===== src/rtl/mio_pkg.sv =====
// Shared definitions for the MIO bus controller: FSM encoding and width helper.
package mio_pkg;

  typedef enum logic [1:0] {
    StIdle   = 2'd0,
    StAccess = 2'd1,
    StDone   = 2'd2
  } state_e;

  // Ceiling log2; returns 0 for v <= 1, callers clamp to a 1-bit minimum.
  function automatic int unsigned clog2(input int unsigned v);
    int unsigned r;
    r = 0;
    for (int unsigned i = 0; i < 32; i++) begin
      if ((64'd1 << i) < 64'(v)) r = i + 1;
    end
    return r;
  endfunction

endpackage


===== src/rtl/mio_irq_ctrl.sv =====
// Interrupt front end: per-source synchroniser, rising-edge detect, pending register,
// lowest-index priority encoder and registered CPU interrupt request.
module mio_irq_ctrl
  import mio_pkg::*;
#(
  parameter int unsigned NINT = 4,
  localparam int unsigned IDW = (clog2(NINT) < 1) ? 1 : clog2(NINT)
) (
  input  logic            clk,
  input  logic            reset,
  input  logic [NINT-1:0] irq_in,
  input  logic [NINT-1:0] irq_en,
  input  logic [NINT-1:0] irq_clr,
  output logic [NINT-1:0] irq_pending,
  output logic [IDW-1:0]  irq_id,
  output logic            cpu_int
);

  logic [NINT-1:0] r_sync1, r_sync2, r_prev;
  logic [NINT-1:0] w_edge, w_masked;

  assign w_edge   = r_sync2 & ~r_prev;
  assign w_masked = irq_pending & irq_en;

  always_ff @(posedge clk or negedge reset) begin
    if (!reset) begin
      r_sync1     <= '0;
      r_sync2     <= '0;
      r_prev      <= '0;
      irq_pending <= '0;
      cpu_int     <= 1'b0;
    end else begin
      r_sync1     <= irq_in;
      r_sync2     <= r_sync1;
      r_prev      <= r_sync2;
      // A fresh edge overrides a clear landing in the same cycle.
      irq_pending <= (irq_pending & ~irq_clr) | w_edge;
      cpu_int     <= |w_masked;
    end
  end

  always_comb begin
    irq_id = '0;
    for (int i = NINT - 1; i >= 0; i--) begin
      if (w_masked[i]) irq_id = IDW'(i);
    end
  end

endmodule


===== src/rtl/mio_bus_ctrl.sv =====
// CPU-side memory/IO controller: decodes accesses to NCH slave channels, stalls the CPU
// until the slave is ready or a timeout raises a bus error, and hosts the interrupt logic.
module mio_bus_ctrl
  import mio_pkg::*;
#(
  parameter int unsigned AW       = 32,
  parameter int unsigned DW       = 32,
  parameter int unsigned NCH      = 4,
  parameter int unsigned CH_SHIFT = 28,
  parameter int unsigned TIMEOUT  = 15,
  parameter int unsigned NINT     = 4,
  localparam int unsigned IDW     = (clog2(NINT) < 1) ? 1 : clog2(NINT)
) (
  input  logic              clk,
  input  logic              reset,
  input  logic              cpu_req,
  input  logic              cpu_we,
  input  logic [AW-1:0]     cpu_addr,
  input  logic [DW-1:0]     cpu_wdata,
  output logic [DW-1:0]     cpu_rdata,
  output logic              cpu_ack,
  output logic              cpu_err,
  output logic              cpu_stall,
  output logic [NCH-1:0]    ch_sel,
  output logic              ch_we,
  output logic [AW-1:0]     ch_addr,
  output logic [DW-1:0]     ch_wdata,
  input  logic [NCH*DW-1:0] ch_rdata,
  input  logic [NCH-1:0]    ch_ready,
  input  logic [NINT-1:0]   irq_in,
  input  logic [NINT-1:0]   irq_en,
  input  logic [NINT-1:0]   irq_clr,
  output logic [NINT-1:0]   irq_pending,
  output logic [IDW-1:0]    irq_id,
  output logic              cpu_int
);

  localparam int unsigned CIW = (clog2(NCH) < 1) ? 1 : clog2(NCH);
  localparam int unsigned TW  = (clog2(TIMEOUT) < 1) ? 1 : clog2(TIMEOUT);

  state_e          r_state, w_state_next;
  logic            r_we, r_err;
  logic [CIW-1:0]  r_ci;
  logic [TW-1:0]   r_cnt;

  logic [CIW-1:0]  w_ci;
  logic            w_ci_valid, w_ready, w_timeout;
  logic [DW-1:0]   w_rdata_sel;

  assign w_ci        = cpu_addr[CH_SHIFT +: CIW];
  assign w_ci_valid  = 32'(w_ci) < NCH;
  assign w_ready     = ch_ready[r_ci];
  assign w_rdata_sel = ch_rdata[r_ci*DW +: DW];
  assign w_timeout   = (r_cnt == TW'(TIMEOUT - 1));

  always_ff @(posedge clk or negedge reset) begin
    if (!reset) r_state <= StIdle;
    else        r_state <= w_state_next;
  end

  always_comb begin
    w_state_next = r_state;
    unique case (r_state)
      StIdle:   if (cpu_req) w_state_next = w_ci_valid ? StAccess : StDone;
      StAccess: if (w_ready || w_timeout) w_state_next = StDone;
      StDone:   w_state_next = StIdle;
      default:  w_state_next = StIdle;
    endcase
  end

  always_comb begin
    cpu_ack   = (r_state == StDone);
    cpu_err   = (r_state == StDone) && r_err;
    cpu_stall = ((r_state == StIdle) && cpu_req) || (r_state == StAccess);
    ch_we     = (r_state == StAccess) && r_we;
    ch_sel    = '0;
    for (int unsigned i = 0; i < NCH; i++) begin
      ch_sel[i] = (r_state == StAccess) && (32'(r_ci) == i);
    end
  end

  always_ff @(posedge clk or negedge reset) begin
    if (!reset) begin
      r_we      <= 1'b0;
      r_err     <= 1'b0;
      r_ci      <= '0;
      r_cnt     <= '0;
      ch_addr   <= '0;
      ch_wdata  <= '0;
      cpu_rdata <= '0;
    end else begin
      unique case (r_state)
        StIdle: begin
          if (cpu_req) begin
            r_we     <= cpu_we;
            ch_addr  <= cpu_addr;
            ch_wdata <= cpu_wdata;
            r_ci     <= w_ci;
            r_err    <= !w_ci_valid;
            r_cnt    <= '0;
          end
        end
        StAccess: begin
          r_cnt <= r_cnt + 1'b1;
          // Ready beats timeout when both land in the same cycle.
          if (w_ready) begin
            if (!r_we) cpu_rdata <= w_rdata_sel;
          end else if (w_timeout) begin
            r_err <= 1'b1;
          end
        end
        StDone: begin
          r_cnt <= '0;
          r_err <= 1'b0;
        end
        default: ;
      endcase
    end
  end

  mio_irq_ctrl #(
    .NINT(NINT)
  ) u_irq (
    .clk        (clk),
    .reset      (reset),
    .irq_in     (irq_in),
    .irq_en     (irq_en),
    .irq_clr    (irq_clr),
    .irq_pending(irq_pending),
    .irq_id     (irq_id),
    .cpu_int    (cpu_int)
  );

endmodule


===== config.mk =====
export PLATFORM = sky130hd
export DESIGN_NAME = mio_bus_ctrl
export DESIGN_NICKNAME = d
export VERILOG_FILES = /design/src/rtl/mio_pkg.sv /design/src/rtl/mio_irq_ctrl.sv /design/src/rtl/mio_bus_ctrl.sv
export SDC_FILE = /design/constraint.sdc
export NUM_CORES = 1
export LEC_CHECK = 0
export CAP_MARGIN = 20
export CORE_MARGIN = 2
export CORE_UTILIZATION = 25
export DETAILED_ROUTE_END_ITERATION = 10
export HOLD_SLACK_MARGIN = 0.02
export PLACE_DENSITY_LB_ADDON = 0.12
export SETUP_SLACK_MARGIN = 0.3
export SYNTH_ARGS = -nofsm -noshare
export SYNTH_HDL_FRONTEND = slang
export SYNTH_SLANG_ARGS = --single-unit

===== constraint.sdc =====
create_clock -name clk -period 2.7 [get_ports clk]
set_input_delay 0.27 -clock clk [delete_from_list [all_inputs] [get_ports clk]]
set_output_delay 0.27 -clock clk [all_outputs]
set_load 0.01 [all_outputs]

==> results of run 1 <==
==> final cells by class <==
| cell class | count | area, um2 | share of cell area (%) |
|---|---|---|---|
| timing repair buffer | 331 | 3336 | 34.50 |
| sequential | 121 | 3030 | 31.34 |
| multi-input combinational | 181 | 2283 | 23.62 |
| clock buffer | 19 | 452.9 | 4.685 |
| tap | 280 | 350.3 | 3.624 |
| clock inverter | 11 | 171.4 | 1.773 |
| inverter | 11 | 41.29 | 0.4271 |
| antenna | 1 | 2.502 | 0.02588 |
==> kinds of logic after synthesis <==
kind of cell | Yosys count | synth area share (%)
AOI/OAI and AO/OA | 21 | 2.486
adders and majority gates | 2 | 0.4519
buffers and inverters | 31 | 4.181
DFF | 121 | 54.69
muxes | 130 | 35.19
and+or+nand+nor | 28 | 3.005
==> final timing paths <==
| path | startpoint | slack (ps) | endpoint |
|---|---|---|---|
| min in group asynchronous | reset | 430 | ch_wdata[17] |
| worst min register to register | u_irq.r_sync1[2] | 350 | u_irq.r_sync2[2] |
| max in group asynchronous | reset | 1550 | ch_wdata[7] |
| worst max register to register | ch_addr[28] | 770 | cpu_rdata[0] |
| worst max-delay path | r_state[1] | 420 | ch_sel[2] |
| worst min-delay path | irq_in[0] | 310 | u_irq.r_sync1[0] |
==> where the power goes <==
| part | switching [W] | internal [W] |
|---|---|---|
| registers | 0.000526 | 0.00263 |
| logic | 0.00175 | 0.00315 |
| clock network | 0.000813 | 0.00159 |
==> metrics by stage <==
step | hold WS [ps] | util, %
finish | 306.4 | 44.44
global route | 285.0 | 44.44
CTS | 284.3 | 44.42
detailed placement | 311.4 | 41.48
global placement | 306.6 | 41.48
floorplan | -25.59 | -
==> repair_timing <==
action,4_1_cts,5_1_grt
endpoints found under the setup margin,1,5
gates resized for setup,1,2
endpoints found under the hold margin,64,0
hold buffers,1,0
pin swaps,0,0
==> per-layer routing <==
| layer | part of all wire [%] | GRT usage (%) |
|---|---|---|
| met2 | 49 | 23.43 |
| met1 | 39 | 16.60 |
| met5 | 0 | 0 |
| met3 | 9.2 | 5.529 |
| met4 | 2.5 | 5.952 |
==> flip-flops by register name, summed over array words and instances (netlist names) <==
register and count:
u_irq.irq_pending 4, r_we 1, ch_addr 32, u_irq.cpu_int 1, r_err 1, u_irq.r_prev 4
ch_wdata 32, r_state 2, cpu_rdata 32, r_cnt 4, u_irq.r_sync2 4, u_irq.r_sync1 4
==> layout by cell type (no fill, tap or decap), types with 2 or more instances in the layout <==
cell and instances:
and2_1 2, buf_12 3, bufinv_16 4, o21ai_0 4, nand2b_1 2, clkbuf_8 2
nor2_1 6, clkinvlp_4 2, clkinv_2 2, nand3_1 3, clkdlybuf4s50_1 321, buf_6 2
a21oi_1 4, mux2_4 30, dfrtp_2 2, mux2_2 67, a22oi_1 2, buf_4 4
ha_1 2, dfrtp_1 119, nand2_1 5, mux4_2 33, clkbuf_16 17, o211ai_1 2
inv_1 11, nor2b_1 2, clkinv_4 2, o22ai_1 4
==> worst max-delay path: stages, from the launching register on <==
cell and delay, ps:
dfrtp_1 510, and2b_4 380, nand2_1 70, nor2_1 110, clkdlybuf4s50_1 550
==> impl_metrics.toml, run 1 <==
[pwr]
leakage_nw = 3.976
p_total_w = 0.01045
power_density_nw_per_um2 = 1081
peakVddDrop_uv = 595.1

[timing]
slew_headroom_pct = 58.14
max_freq_mhz = 437.7
period_share_pct = 84.61
tns_ps = 0
drv_slew = 0
finalCriticalPeriod_ps = 2285
rsz0062_at_grt = "false"
fin_skew_ps = 12.25
finalWorstSetupSlack_ps = 415.5
setup_violations = 0
tightestPinTransition_ps = 627.9
final-hold-violation-count = 0

[routing]
dr.pass1.iters = 4
viasPerCell = 4.310
wl_per_cell_um = 17.19
drt_iter0_drc = 104
drtAntennaViolNets = 0
drc = 0
wl_um = 16410
vias = 4116

[clock_network]
cts-root-buf = "clkbuf_16"
clk_pin_slew_ps = 60
cts_buffers = 17
cts.sinks = 121
cts_tree = "done"
htreeDepth = 4
clock_latency_ps = 410
post_cts_buffers = 0
clock_path_buffers = 2

[synth]
ys_seq_elements = 121
netlist_area_um2 = 5537
ys_seq_area_share_pct = 54.69
ys.flop_type = "dfrtp_1"
synthCells = 333
synthTopCellsByArea = "dfrtp_1 55%, mux2_2 14%, mux4_2 13%"
synth_most_common_cell = "dfrtp_1"
async_reset_ff_share_pct = 100.0
synth_top_area_share_pct = 54.69
synth-edff-count = 0
synth_common_cells = "121 x dfrtp_1, 67 x mux2_2, 33 x mux4_2, 30 x mux2_4, 11 x inv_1"
yosysTopAreaCell = "dfrtp_1"
syn_nets = 547
syn_avg_cell_area_um2 = 16.63
yosysWarnings = 0
ys_types = 34

[floorplan]
die_w_um = 152.8
ioPinCount = 323
core_um2 = 21760
start_util_pct = 25.45
dieArea_um2 = 23350
fp-row-count = 54
die_height_um = 152.8

[global_route]
grt_max_degree = 67
grt_pass1_vias = 4551
grt.overflow.total = 0
grtUsageTotal_pct = 14.22
grt_pass1_wl_um = 25720
grt_antenna_before_repair = 1

[worst_hold_path]
hold_class = "in -> reg"
min_path_cells = 1

[setup_path]
worst_setup_path_start_kind = "register"
crit_fanout = 14
cp-end-kind = "primary output"
worstPathRequired_ps = 2430
r2r.worst_path.cells = 4
critPathKind = "reg -> out"
cp.arrival_ps = 2010

[final_layout]
instances_no_fill = 955
nets = 877
area_delta_synth_final_pct = 74.62
n_fill_cell = 1947
fin_area_um2 = 9668
drive_gt1_share_pct = 25.96

[place]
dpl.cell_count = 923
dp_hpwl_um = 12830
post-place-ws_ps = 575.6
portBuffers = 322
gp_congestion = 0.8019
placed_cell_area_um2 = 9025

[flow_run]
max_cap_viol_count = 0

[run_status]
outcome = "finished, final reports clean"
Note: power is estimated with default switching activity, not from simulation.
==> inputs of run 2 (changes only) <==
==> constraint.sdc (replaced) <==
create_clock -name clk -period 2.3 [get_ports clk]
set_input_delay 0.23 -clock clk [delete_from_list [all_inputs] [get_ports clk]]
set_output_delay 0.23 -clock clk [all_outputs]
set_load 0.01 [all_outputs]
==> run 2 against run 1 <==
Utilization grew 0.39 points. Global-route usage is 0.083 points lower. Clock power up 8.3%. Total power increased by 17%. Non-clock buffer count increased by 10.
==> impl_metrics.toml, run 2 (synthesized netlist as in run 1, its figures left out) <==
[run_status]
outcome = "finished, final reports clean"

[final_layout]
reg.largest.list = "ch_addr x32, ch_wdata x32, cpu_rdata x32"
n_antenna_cell = 0
drive_gt1_share_pct = 27.45
n_fill_cell = 1950
layout_common_cells = "313 x clkdlybuf4s50_1, 118 x dfrtp_1, 67 x mux2_2, 33 x mux4_2, 30 x mux2_4"
area_delta_synth_final_pct = 76.14
nets = 887
final_common_cell = "clkdlybuf4s50_1"

[setup_path]
reg2reg_from = "ch_addr[28]"
r2r_end = "cpu_rdata[25]"
r2r.worst_path.cells = 4
worst_setup_path_start_kind = "register"
r2r_setup_slack_ps = 420
worstPathRequired_ps = 2070
cp-endpoint = "cpu_stall"
max_stage_delay_ps = 480
crit_fanout = 7
cp_common_cell = "nor2_1"
path_cells = "nor2_1 > nor2_1 > clkdlybuf4s50_1"
slowest_stage = "clkdlybuf4s50_1"
critPathKind = "reg -> out"
cp-end-kind = "primary output"
crit_start = "r_state[0]"
cp.arrival_ps = 1680

[routing]
drc = 0
vias = 4142
viasPerCell = 4.292
wl_um = 16460
drt_iter0_drc = 87
drtAntennaViolNets = 0
dr.pass1.iters = 4
wl_per_cell_um = 17.05

[floorplan]
die_height_um = 152.8
die_w_um = 152.8
core_um2 = 21760
dieArea_um2 = 23350
fp-row-count = 54
start_util_pct = 25.45
ioPinCount = 323

[timing]
rsz0062_at_grt = "false"
worst_hold_slack_ps = 267.6
period_share_pct = 83.18
setup_violations = 0
slew_headroom_pct = 60.38
tns_ps = 0
final-hold-violation-count = 0
tightestPinTransition_ps = 594.3
fin_skew_ps = 9.336
max_freq_mhz = 522.7
finalCriticalPeriod_ps = 1913
drv_slew = 0

[clock_network]
clk_pin_slew_ps = 60
cts.sinks = 121
cts_tree = "done"
cts-root-buf = "clkbuf_16"
clock_latency_ps = 410
cts_buffers = 17
htreeDepth = 4
clock_path_buffers = 2

[place]
gp_congestion = 0.7866
dp_hpwl_um = 12780
portBuffers = 322

[global_route]
grt_max_degree = 63
grt_pass1_vias = 4652
grt_antenna_before_repair = 0
grt_pass1_wl_um = 25560
grt.overflow.total = 0
grtUsageTotal_pct = 14.13

[pwr]
leakage_nw = 4.084
power_density_nw_per_um2 = 1259
peakVddDrop_uv = 491.0

[flow_run]
max_cap_viol_count = 0

[worst_hold_path]
hold_class = "in -> reg"
min_path_cells = 1
[run 2: what timing repair did]
item / in CTS / in global routing
pin swaps: 0 / 0
cloned: 1 / 0
resized for setup: 9 / 4
setup endpoints to repair: 8 / 3
buffers inserted: 6 / 0
hold buffers: 1 / 0
hold endpoints to repair: 59 / 0
[run 2: stage by stage]
| step | power [W] | cell area (um2) | util, % | worst slack (ps) | instances |
|---|---|---|---|---|---|
| floorplan | 0.006806 | 5537 | - | 585.2 | 333 |
| global placement | 0.009595 | 9072 | 41.70 | 283.2 | 926 |
| detailed placement | 0.009675 | 9072 | 41.70 | 263.7 | 926 |
| CTS | 0.01252 | 9739 | 44.77 | 222.8 | 965 |
| global route | 0.01301 | 9752 | 44.82 | 307.1 | 965 |
| finish | 0.01228 | 9752 | 44.82 | 386.9 | 965 |
[run 2: worst max-delay path: cells and delay by family (launching register included)]
family	cells	cell delay (ps)
buffers and inverters	1	480
flip-flops	1	450
AND/OR/NAND/NOR	2	350
[run 2: per-layer routing]
metal  part of all wire (%)  wire length (um)  track usage [%]
met3                    9.4              1544            5.784
met1                     38              6200            15.57
met5                      0                 0                0
met2                     52              8531            25.03
met4                    1.1               181            4.145
[run 2: layout make-up]
type                    count  area (um2)  share of cell area, %
repair buffers            341        3458                  35.46
flip-flops and latches    121        3032                  31.09
multi-input cells         181        2293                  23.52
clock buffers              18       429.2                  4.401
well taps                 280       350.3                  3.593
clock inverters            13       147.6                  1.514
inverters                  11       41.29                 0.4234
[run 2: where the power goes]
group | switching, W | internal (W) | leakage (nW) | total, W
combinational | 0.00217 | 0.00386 | 2.39 | 0.00603
clock | 0.000998 | 0.00160 | 0.269 | 0.00260
sequential | 0.000563 | 0.00309 | 1.43 | 0.00365
[run 2: how the worst min path moves through the flow]
| stage | to | start | slack, ps |
|---|---|---|---|
| after CTS | u_irq.r_sync1[0] | irq_in[0] | 250 |
| after global placement | ch_wdata[17] | reset | 250 |
| final | u_irq.r_sync1[1] | irq_in[1] | 270 |
| after floorplan | ch_addr[0] | reset | -70 |
| after global routing | u_irq.r_sync1[0] | irq_in[0] | 240 |
| after detailed placement | ch_addr[10] | reset | 260 |
